### src/rtl/mem_prog_loader_pkg.sv
// Shared types and constants for the memory program loader.
package mem_prog_loader_pkg;

  localparam logic [7:0] HDR_END = 8'hFF;
  localparam int         LEN_W   = 16;

  typedef enum logic [2:0] {
    IDLE,
    HDR,
    LEN0,
    LEN1,
    DATA,
    CKSUM,
    DONE,
    ERR
  } state_e;

endpackage

### src/rtl/mem_prog_loader_word_packer.sv
// prog_word_packer: shifts received bytes LSB-first into a DATA_W word,
// tracks the byte index and emits a one-cycle word-ready pulse together
// with a held copy of the completed word.
module prog_word_packer #(
  parameter int DATA_W = 32
) (
  input  logic              clk_i,
  input  logic              rst_i,
  input  logic              clr_i,
  input  logic              vld_i,
  input  logic [7:0]        byte_i,
  output logic              at_last_o,
  output logic [DATA_W-1:0] word_o,
  output logic              vld_o
);

  localparam int BPW   = DATA_W / 8;
  localparam int IDX_W = (BPW > 1) ? $clog2(BPW) : 1;

  logic [IDX_W-1:0]  idx_p0;
  logic [DATA_W-1:0] shift_p0;
  logic [DATA_W-1:0] asm_w;
  logic [DATA_W-1:0] word_p1;
  logic              vld_p1;

  // Newest byte enters at the top so the first byte ends up in bits [7:0].
  generate
    if (DATA_W == 8) begin : g_single
      assign asm_w = byte_i;
    end else begin : g_multi
      assign asm_w = {byte_i, shift_p0[DATA_W-1:8]};
    end
  endgenerate

  assign at_last_o = (idx_p0 == IDX_W'(BPW - 1));

  // Stage p0 -> p1: byte accumulation, word capture and ready pulse
  always_ff @(posedge clk_i) begin
    if (rst_i) begin
      idx_p0   <= '0;
      shift_p0 <= '0;
      word_p1  <= '0;
      vld_p1   <= 1'b0;
    end else begin
      vld_p1 <= vld_i && at_last_o;
      if (clr_i) begin
        idx_p0 <= '0;
      end else if (vld_i) begin
        shift_p0 <= asm_w;
        if (at_last_o) begin
          idx_p0  <= '0;
          word_p1 <= asm_w;
        end else begin
          idx_p0 <= idx_p0 + IDX_W'(1);
        end
      end
    end
  end

  assign word_o = word_p1;
  assign vld_o  = vld_p1;

endmodule

### src/rtl/mem_prog_loader.sv
// mem_prog_loader: receives a byte stream of sections (header, 16-bit
// little-endian word count, data) and writes the words into one of NUM_MEM
// memories while holding the core in reset.
// Optional feature: define MEM_PROG_LOADER_CKSUM_EN to require a modulo-256
// checksum byte after each section's data.
module mem_prog_loader
  import mem_prog_loader_pkg::*;
#(
  parameter int DATA_W  = 32,
  parameter int ADDR_W  = 12,
  parameter int NUM_MEM = 2
) (
  input  logic               clk_i,
  input  logic               rst_i,
  input  logic               prog_i,
  input  logic               rx_valid_i,
  input  logic [7:0]         rx_byte_i,
  output logic [NUM_MEM-1:0] we_o,
  output logic [ADDR_W-1:0]  addr_o,
  output logic [DATA_W-1:0]  wdata_o,
  output logic               core_rst_o,
  output logic               done_o,
  output logic               err_o
);

  state_e            state_q, state_d;
  logic [7:0]        sel_q;
  logic [LEN_W-1:0]  len_q;
  logic [LEN_W-1:0]  widx_q;
  logic [ADDR_W-1:0] addr_p1;
  logic              consume, clr, sel_we, len_lo_we, len_hi_we;
  logic              pk_at_last, pk_vld;
  logic [DATA_W-1:0] pk_word;
  logic [LEN_W-1:0]  len_full;
  logic              too_long;
  logic              last_word;
`ifdef MEM_PROG_LOADER_CKSUM_EN
  logic [7:0]        sum_q;
`endif

  assign len_full  = {rx_byte_i, len_q[7:0]};
  assign too_long  = 32'(len_full) > (32'd1 << ADDR_W);
  assign last_word = pk_at_last && (widx_q == len_q - LEN_W'(1));

  prog_word_packer #(.DATA_W(DATA_W)) u_packer (
    .clk_i     (clk_i),
    .rst_i     (rst_i),
    .clr_i     (clr),
    .vld_i     (consume),
    .byte_i    (rx_byte_i),
    .at_last_o (pk_at_last),
    .word_o    (pk_word),
    .vld_o     (pk_vld)
  );

  // State register
  always_ff @(posedge clk_i) begin
    if (rst_i) state_q <= IDLE;
    else       state_q <= state_d;
  end

  // Next-state and per-byte control strobes; a dropped prog_i aborts first
  always_comb begin
    state_d   = state_q;
    consume   = 1'b0;
    clr       = 1'b0;
    sel_we    = 1'b0;
    len_lo_we = 1'b0;
    len_hi_we = 1'b0;
    case (state_q)
      IDLE: if (prog_i) state_d = HDR;
      HDR: begin
        if (!prog_i) state_d = ERR;
        else if (rx_valid_i) begin
          if (rx_byte_i == HDR_END) state_d = DONE;
          else if (32'(rx_byte_i) < 32'(NUM_MEM)) begin
            sel_we  = 1'b1;
            state_d = LEN0;
          end else state_d = ERR;
        end
      end
      LEN0: begin
        if (!prog_i) state_d = ERR;
        else if (rx_valid_i) begin
          len_lo_we = 1'b1;
          state_d   = LEN1;
        end
      end
      LEN1: begin
        if (!prog_i) state_d = ERR;
        else if (rx_valid_i) begin
          len_hi_we = 1'b1;
          clr       = 1'b1;
`ifdef MEM_PROG_LOADER_CKSUM_EN
          if (len_full == '0) state_d = CKSUM;
`else
          if (len_full == '0) state_d = HDR;
`endif
          else if (too_long)  state_d = ERR;
          else                state_d = DATA;
        end
      end
      DATA: begin
        if (!prog_i) state_d = ERR;
        else if (rx_valid_i) begin
          consume = 1'b1;
`ifdef MEM_PROG_LOADER_CKSUM_EN
          if (last_word) state_d = CKSUM;
`else
          if (last_word) state_d = HDR;
`endif
        end
      end
`ifdef MEM_PROG_LOADER_CKSUM_EN
      CKSUM: begin
        if (!prog_i) state_d = ERR;
        else if (rx_valid_i) state_d = (rx_byte_i == sum_q) ? HDR : ERR;
      end
`endif
      DONE, ERR: if (!prog_i) state_d = IDLE;
      default: state_d = IDLE;
    endcase
  end

  // Section bookkeeping: target select, word count, word index and address
  always_ff @(posedge clk_i) begin
    if (rst_i) begin
      sel_q   <= '0;
      len_q   <= '0;
      widx_q  <= '0;
      addr_p1 <= '0;
    end else begin
      if (sel_we)    sel_q       <= rx_byte_i;
      if (len_lo_we) len_q[7:0]  <= rx_byte_i;
      if (len_hi_we) len_q[15:8] <= rx_byte_i;
      if (clr) widx_q <= '0;
      else if (consume && pk_at_last) begin
        addr_p1 <= ADDR_W'(widx_q);
        widx_q  <= widx_q + LEN_W'(1);
      end
    end
  end

`ifdef MEM_PROG_LOADER_CKSUM_EN
  // Running modulo-256 sum of the current section's data bytes
  always_ff @(posedge clk_i) begin
    if (rst_i)        sum_q <= '0;
    else if (clr)     sum_q <= '0;
    else if (consume) sum_q <= sum_q + rx_byte_i;
  end
`endif

  assign we_o       = pk_vld ? (NUM_MEM'(1) << sel_q) : '0;
  assign addr_o     = addr_p1;
  assign wdata_o    = pk_word;
  assign core_rst_o = !((state_q == IDLE) || (state_q == DONE));
  assign done_o     = (state_q == DONE);
  assign err_o      = (state_q == ERR);

endmodule

### config.mk
export PLATFORM = sky130hd
export DESIGN_NAME = mem_prog_loader
export DESIGN_NICKNAME = d
export VERILOG_FILES = /design/src/rtl/mem_prog_loader_pkg.sv /design/src/rtl/mem_prog_loader_word_packer.sv /design/src/rtl/mem_prog_loader.sv
export SDC_FILE = /design/constraint.sdc
export NUM_CORES = 1
export LEC_CHECK = 0
export BUFFER_PORTS_ARGS = -buffer_cell sky130_fd_sc_hd__clkbuf_2
export CELL_PAD_IN_SITES_DETAIL_PLACEMENT = 1
export CELL_PAD_IN_SITES_GLOBAL_PLACEMENT = 1
export CORE_MARGIN = 2
export CORE_UTILIZATION = 46
export DETAILED_ROUTE_END_ITERATION = 10
export PLACE_DENSITY = 0.87
export SKIP_LAST_GASP = 1
export SLEW_MARGIN = 20
export SYNTH_ARGS = -nofsm -noshare
export SYNTH_HDL_FRONTEND = slang
export SYNTH_SLANG_ARGS = --single-unit
### constraint.sdc
create_clock -name clk_i -period 4 [get_ports clk_i]
set_clock_uncertainty 0.15 [all_clocks]
set_input_delay 1 -clock clk_i [delete_from_list [all_inputs] [get_ports clk_i]]
set_output_delay 1 -clock clk_i [all_outputs]
set_load 0.05 [all_outputs]
Word level (Yosys, flattened, before mapping)
Cells that the tools add are included.
- register bits after elaboration: 122
- bits of input ports: 12
- multiplexer cells: 28
- eq/ne operators: 16
- add/sub/neg operators: 3
- $lt $le $gt $ge: 2
- reductions and logical operators: 12
- shifts and indexed selects: 1
- bitwise logic cells: 1
- operators by type and width (operator ; count):
    $mux 3 ; 14
    $pmux 3 s6 ; 1
    $add 16x1->16 const B ; 1
    $eq 16x16->1 ; 1
    $gt 16x13->1 const B ; 1
    $logic_not 16->1 ; 1
    $sub 16x1->16 const B ; 1
    $ne 3x3->1 const B ; 5
    $mux 1 ; 10
    $eq 3x3->1 const B ; 3
    $eq 8x8->1 const B ; 1
    $lt 8x2->1 const B ; 1
    $shl 1x8->2 const A ; 1
    $reduce_and 7->1 ; 1
    $eq 3x2->1 const B ; 2
    $mux 2 ; 3
    $ne 2x2->1 const B ; 2
    $reduce_and 2->1 ; 2
    $reduce_or 2->1 ; 2
    $eq 3x1->1 const B ; 1
    $logic_not 3->1 ; 1
    $reduce_and 3->1 ; 1
    $add 2x1->2 const B ; 1
    $eq 2x2->1 const B ; 1
    other kinds (4) ; 5

Depth between registers and ports, before layout
Gate-level depths: netlist (run 1).
- depth after elaboration: 7
- mapped depth: 9
- depth with buffers taken out: 8

Hierarchy
Synthesis (run 1) repeated with hierarchy kept, for this count alone.
- cell total of the unflattened synthesis: 615
- area, all modules: 5154.9 µm²
- by module, submodules not included (module ; times used ; cells an instance ; area each (µm²) ; sequential area each (µm²)):
    mem_prog_loader ; 1 ; 355 ; 2964.1 ; 1101.1
    prog_word_packer ; 1 ; 260 ; 2190.9 ; 1181.1

Worst setup path before layout (run 1)
Ideal clock, no wire load.
- path kind: input to register
- start: input port prog_i
- end: register widx_q[11]
- required time: 3.722 ns
- stages on the path: 7
- path slack: 1.165 ns
- arrival: 2.557 ns
- library setup time: 0.128 ns
- path through: clkbuf_1 -> nand2_1 -> nor2_1 -> nand2_1 -> nand2_1 -> clkbuf_1 -> nor2_1
- cells in the longest elaborated chain, start to end: 3
- elaborated cells on any way between the ends: 5
- those cells by class: 3 x mux; 2 x reduce/logical
- ends and longest elaborated chain (element ; RTL line ; RTL):
    start, declared ; mem_prog_loader.sv:15 ; input logic prog_i,
    $mux 1 * ; n/a ;
    $mux 1 ; mem_prog_loader.sv:70 ; case (state_q)
    $reduce_or 2->1 (no line) / $logic_and 1x1->1 (equally long branches) ; n/a ;
    end signal, assigned ; mem_prog_loader.sv:139 ; widx_q <= widx_q + LEN_W'(1);
    end, declared ; mem_prog_loader.sv:29 ; logic [LEN_W-1:0] widx_q;
Every way passes the cells marked *; elsewhere a longest branch is shown, timed or not.
A chain may end at the register's enable or synchronous reset.

Worst setup path after layout (run 1)
- start: register state_q[1]
- end: output port core_rst_o
- cells in the longest elaborated chain, start to end: 3
- elaborated cells on any way between the ends: 4
- those cells by class: 1 x eq/ne; 3 x reduce/logical
- ends and longest elaborated chain (element ; RTL line ; RTL):
    start, declared ; mem_prog_loader.sv:26 ; state_e state_q, state_d;
    start signal, assigned ; mem_prog_loader.sv:59 ; else state_q <= state_d;
    $eq 3x3->1 / $logic_not 3->1 (equally long branches) ; mem_prog_loader.sv:156 ; assign core_rst_o = !((state_q == IDLE) || (state_q == DONE));
    $logic_or 1x1->1 * ; mem_prog_loader.sv:156 ;
    $logic_not 1->1 * ; mem_prog_loader.sv:156 ;
    end, declared ; mem_prog_loader.sv:21 ; output logic core_rst_o,
Marked as above.

==> results of run 1 <==
[flip-flops by register name, summed over array words and instances, names as in the netlist]
register / flops
u_packer.word_o: 32
u_packer.shift_p0: 24
len_q: 16
widx_q: 16
addr_o: 12
sel_q: 8
state_q: 3
u_packer.idx_p0: 2
u_packer.vld_o: 1
[cells in the mapped netlist (5+ instances only)]
library cell,count
sky130_fd_sc_hd__nand2_1,167
sky130_fd_sc_hd__dfxtp_1,114
sky130_fd_sc_hd__a21oi_1,86
sky130_fd_sc_hd__clkbuf_1,42
sky130_fd_sc_hd__nor2_1,41
sky130_fd_sc_hd__xnor2_1,19
sky130_fd_sc_hd__xor2_1,14
sky130_fd_sc_hd__nand3_1,13
sky130_fd_sc_hd__nor3_1,13
sky130_fd_sc_hd__o21ai_0,12
sky130_fd_sc_hd__inv_1,11
sky130_fd_sc_hd__nand4_1,11
sky130_fd_sc_hd__and2_1,8
sky130_fd_sc_hd__or3_1,8
sky130_fd_sc_hd__mux2i_1,7
sky130_fd_sc_hd__nor4_1,6
sky130_fd_sc_hd__nand2b_1,5
[path summary, 6_finish.rpt]
kind / start / to / slack, ns / cells past startpoint
min: u_packer.word_o[20] / u_packer.word_o[20] / 0.31 / 2
max: state_q[1] / core_rst_o / 0.89 / 3
max reg2reg: len_q[3] / state_q[0] / 1.17 / 6
min reg2reg: u_packer.word_o[20] / u_packer.word_o[20] / 0.31 / 2
[metal layers]
layer / GRT usage [%] / vias up / part of all wire, %
met5: 0 / - / 0
met4: 10.9 / 0 / 2.1
met3: 5.51 / 35 / 3.4
met2: 47.7 / 125 / 51
met1: 33.3 / 2289 / 44
li1: - / 2208 / -
[through the flow]
step           cell area, µm²  hold WS (ns)  power, mW  util, %  instances
6_report                 5870         0.305       3.13     56.6        817
2_1_floorplan            4930         0.280       1.53        -        631
5_1_grt                  5870         0.326       3.24     56.6        817
3_3_place_gp             5280         0.293       1.60     51.0        786
4_1_cts                  5870         0.307       3.13     56.6        817
3_5_place_dp             5280         0.297       1.62     51.0        786
[area by class of cell]
| type | instances | area [µm²] |
|---|---|---|
| repair buffers | 67 | 365 |
| clock inverters | 13 | 163 |
| fillers | 1272 | 4500 |
| multi-input cells | 458 | 2420 |
| flip-flops and latches | 114 | 2280 |
| clock buffers | 18 | 428 |
| inverters | 11 | 41.3 |
| well taps | 136 | 170 |
[power groups by stage]
stage | Sequential (mW) | Clock (mW) | Combinational, mW
after global placement | 1.26 | 0 | 0.346
final | 1.24 | 1.52 | 0.369
after CTS | 1.24 | 1.53 | 0.368
after floorplan | 1.20 | 0 | 0.333
after detailed placement | 1.26 | 0 | 0.362
after global routing | 1.25 | 1.59 | 0.405
[cells by family after synthesis]
family,after synthesis,share of synthesized area (%)
flip-flops,114,46.3
buffers and inverters,59,4.72
XOR/XNOR,33,5.87
adder cells (fa/ha/maj),3,0.762
AO/OA/AOI/OAI,124,14.6
AND/OR/NAND/NOR,291,26.4
multiplexers,7,1.42
[tightest hold or removal path: cells and delay by family (launching register included)]
kind | cells | cell delay (ns)
flops | 1 | 0.30
simple gates | 1 | 0.05
compound gates | 1 | 0.05
==> out/metrics.cfg, run 1 <==
[power_and_ir_drop]
power_report.internal_total_mw=2.26
power_frac_seq_pct=39.7
power.clock.fraction_pct=48.5
vdd_drop_max_uv=316
cellPowerDensity_nw_per_um2=533
leakage_power_summed_over_all_cells_nw=2.18
combPwrFrac_pct=11.8
netSwitchingPower_mw=0.868
switching_share_pct=27.8

[sta]
final_critical_path_setup_slack_ns=0.891
setup_viol=0
post-route-period-util_pct=77.7
timing.fmax_ghz=0.322
drv_slew=0
final-hold-violation-count=0
post_route_setup_tns_ns=0
max-slew-margin-rel_pct=45.8
tightestPinTransition_ns=0.811
final_period_minus_worst_setup_slack_ns=3.11
unrepaired_setup_endpoints_after_global_routing=no

[place]
post-place-ws_ns=0.862
rd_place_congestion=0.854
portBuffers=60
detail_placement_hpwl_mm=9.63

[logic_synthesis]
post_synth_instance_area_um2=4930
synth_area_leader_cell=sky130_fd_sc_hd__dfxtp_1
ys_warn_count=0
ys_seq_area_share_pct=46.3
yosys.cell_types.count=52
synthesis.instances=631
dominantRegCellSynth=sky130_fd_sc_hd__dfxtp_1
postSynth.asyncResetShare_pct=0
seq_cells_post_synth=114
yosys_top_cell_area_share_pct=46.3
mean_post_synth_cell_area_um2=7.81
synth.area.top_cells=sky130_fd_sc_hd__dfxtp_1 (46%), sky130_fd_sc_hd__nand2_1 (13%), sky130_fd_sc_hd__a21oi_1 (8.7%)
synth.net_count=646
synth_enable_flop_cells=0

[cts]
clock_sink_count=114
postCtsHoldBufs=0
cts_inserted_buffers=17
post_cts_buffers=0
cts-root-to-sink-buffers=2
cts_max_level=4
clk_transition_reported_paths_ns=0.06
master_cell_of_the_clock_root_buffer=sky130_fd_sc_hd__clkbuf_8
post_cts_resized=0
tritoncts=yes
insertion_delay_ns=0.52

[worst_setup_path]
critPathRequiredTime_ns=2.85
critPathCaptureType=primary output
critical_path_buf_inv_count=1
critPathTopFamily=flip-flops
crit_path_max_incr_delay_ns=0.85
critical_path.startpoint_type=flop
worstSetupPathType=reg -> out
crit_path_max_delay_cell_type=sky130_fd_sc_hd__dfxtp_1
path_max_fanout=26
cp.arrival_ns=1.96
path_cells=or2_2 > a21o_1 > clkbuf_2

[cells_and_area]
num-nets-final=684
most-common-layout-cells=sky130_fd_sc_hd__nand2_1 (167), sky130_fd_sc_hd__dfxtp_1 (114), sky130_fd_sc_hd__a21oi_1 (86), sky130_fd_sc_hd__clkbuf_2 (60), sky130_fd_sc_hd__nor2_1 (41)
syn2layout_area_growth_pct=19.2
antennaDiodeCount=0
drive_gt1_share_pct=15.7
mostFrequentLayoutCell=sky130_fd_sc_hd__nand2_1

[routing]
post-route-drc-count=0
drt-total-wl_mm=15.2
detail_route.wl_per_cell_um=18.6
drt_pre_antenna_iters=5
drtIter0Drc=326
routed_via_density=5.70
ant_nets=0
vias=4657

[global_routing]
grt_pass1_vias=4842
antenna_violations_before_repair=0
grt_pass1_wl_mm=24.8
grt.overflow.total=0
grt_max_degree=61
globalRouteTotalUtil_pct=27.5

[die]
floorplan.die_area_um2=11600
die_w_um=107
fp-row-count=37
core-area_um2=10400
ios=61
floorplan.initialDensity_pct=47.5
die-height_um=107

[min_path]
hold_path_class=reg -> reg

[job]
max_cap_viol_count=0

[status]
run_status=finished, final reports clean

Power figures use the tool's default switching activity.
==> run 2, diff against run 1 <==
Settings changed: CORE_UTILIZATION 46 to 42, PLACE_DENSITY 0.87 to 0.8.
Clock period 4 ns to 2.95 ns, I/O delays scaled along.
==> out/metrics.cfg, run 2 (same netlist as run 1, synthesis figures left out) <==
[status]
run_status=finished, final reports clean

[cells_and_area]
largest_register_ffs=32
fillerInstances=1408
most-common-layout-cells=sky130_fd_sc_hd__nand2_1 (167), sky130_fd_sc_hd__dfxtp_1 (114), sky130_fd_sc_hd__a21oi_1 (86), sky130_fd_sc_hd__clkbuf_2 (60), sky130_fd_sc_hd__nor2_1 (41)
mostFrequentLayoutCell=sky130_fd_sc_hd__nand2_1
num-nets-final=693
final_design_area_no_fill_um2=5950
drive_gt1_share_pct=16.9
syn2layout_area_growth_pct=20.8
antennaDiodeCount=0

[cts]
cts-root-to-sink-buffers=2
clock_sink_count=114
cts_inserted_buffers=17
master_cell_of_the_clock_root_buffer=sky130_fd_sc_hd__clkbuf_16
clk_transition_reported_paths_ns=0.06
cts_max_level=4
post_cts_resized=0
postCtsHoldBufs=0
insertion_delay_ns=0.41
tritoncts=yes
post_cts_buffers=0

[worst_setup_path]
critical_path.startpoint_type=flop
timing.rr.end=state_q[0]
crit_start=len_q[0]
critPathCaptureType=flop
ff2ff_path_depth=8
cp.arrival_ns=2.80
path_max_fanout=6
critPathRequiredTime_ns=3.10
r2r_slack_ns=0.30
worstSetupPathType=reg -> reg
reg2reg_from=len_q[0]

[routing]
drt_pre_antenna_iters=4
detail_route.wl_per_cell_um=16.8
ant_nets=0
met3WireLength_um=484
post-route-drc-count=0
vias=4515
routed_via_density=5.41
drtIter0Drc=246
drt-total-wl_mm=14.0
drt-met1-wl_mm=6.49
met2WireLength_mm=6.81
top_layer=met4

[job]
max_cap_viol_count=0

[die]
floorplan.initialDensity_pct=43.2
fp-row-count=39
die-height_um=112
core-area_um2=11400
die_w_um=112
ios=61
floorplan.die_area_um2=12600

[global_routing]
grt.overflow.total=0
grt_pass1_vias=4565
antenna_violations_before_repair=0
globalRouteTotalUtil_pct=23.0
grt_max_degree=41
grt_pass1_wl_mm=23.2

[min_path]
hold_path_class=reg -> reg
hold_path.startpoint=addr_o[10]
min_delay_worst_endpoint=addr_o[10]
hold_critical_path_depth=2

[power_and_ir_drop]
combPwrFrac_pct=12.7
cellPowerDensity_nw_per_um2=715
leakage_power_summed_over_all_cells_nw=2.22
vdd_drop_max_uv=521
power_report.internal_total_mw=3.05
netSwitchingPower_mw=1.20
power.clock.fraction_pct=48.0
switching_share_pct=28.2
power_frac_seq_pct=39.2

[sta]
post-route-period-util_pct=89.8
final-hold-violation-count=0
final_period_minus_worst_setup_slack_ns=2.65
drv_slew=0
timing.fmax_ghz=0.377
setup_viol=0
max-slew-margin-rel_pct=62.6
unrepaired_setup_endpoints_after_global_routing=no
tightestPinTransition_ns=0.561
post_route_setup_tns_ns=0

[place]
place_area_um2=5360
portBuffers=60
detail_placement_hpwl_mm=9.58
rd_place_congestion=0.878

run 2: cell count changes in the layout (fill, tap and decap cells not counted), sizes merged:
cell and delta:
buf +9, inv +5, clkinv -4, bufinv -1, clkinvlp +1
run 2: worst max-delay path, stage by stage, from the launching register on:
cell	delay (ns)
sky130_fd_sc_hd__dfxtp_1	0.36
sky130_fd_sc_hd__inv_1	0.10
sky130_fd_sc_hd__ha_1	0.18
sky130_fd_sc_hd__or3b_2	0.51
sky130_fd_sc_hd__nor3_1	0.41
sky130_fd_sc_hd__nand3_1	0.14
sky130_fd_sc_hd__a311oi_1	0.36
sky130_fd_sc_hd__o21ai_0	0.17
sky130_fd_sc_hd__o311a_1	0.15
run 2: final cells by class:
class                   count  area [µm²]  area share, %
well taps                 143         179           3.01
inverters                  11        41.3          0.694
repair buffers             76         433           7.27
clock buffers              18         439           7.38
clock inverters            14         153           2.56
multi-input cells         458        2420           40.7
flip-flops and latches    114        2280           38.3
run 2: how the worst max path moves through the flow:
stage	to	slack (ns)	depth (start not counted)
4_1_cts	state_q[0]	0.31	8
3_5_place_dp	state_q[0]	0.25	7
6_report	state_q[0]	0.30	8
5_1_grt	state_q[0]	0.11	8
3_3_place_gp	widx_q[14]	0.38	7
2_1_floorplan	widx_q[11]	0.38	7
run 2: metrics by stage:
stage               power (mW)  hold slack (ns)  std cells  setup WS [ns]  utilization (%)
floorplan                 2.08            0.280        631          0.378                -
global placement          2.20            0.293        802          0.384             46.9
detailed placement        2.24            0.296        802          0.253             46.9
CTS                       4.28            0.306        834          0.314             52.1
global route              4.41            0.320        834          0.110             52.1
finish                    4.25            0.305        834          0.300             52.1
run 2: routing by layer:
layer  vias up  track usage (%)
li1       2225                -
met1      2184             29.8
met2        88             38.4
met3        18             5.51
met4         0             6.99
met5         -                0
run 2: power groups by stage:
stage / Clock, mW / Combinational (mW) / Sequential [mW]
floorplan: 0 / 0.451 / 1.62
global placement: 0 / 0.511 / 1.69
detailed placement: 0 / 0.535 / 1.70
CTS: 2.07 / 0.540 / 1.67
global route: 2.14 / 0.593 / 1.68
finish: 2.04 / 0.542 / 1.67
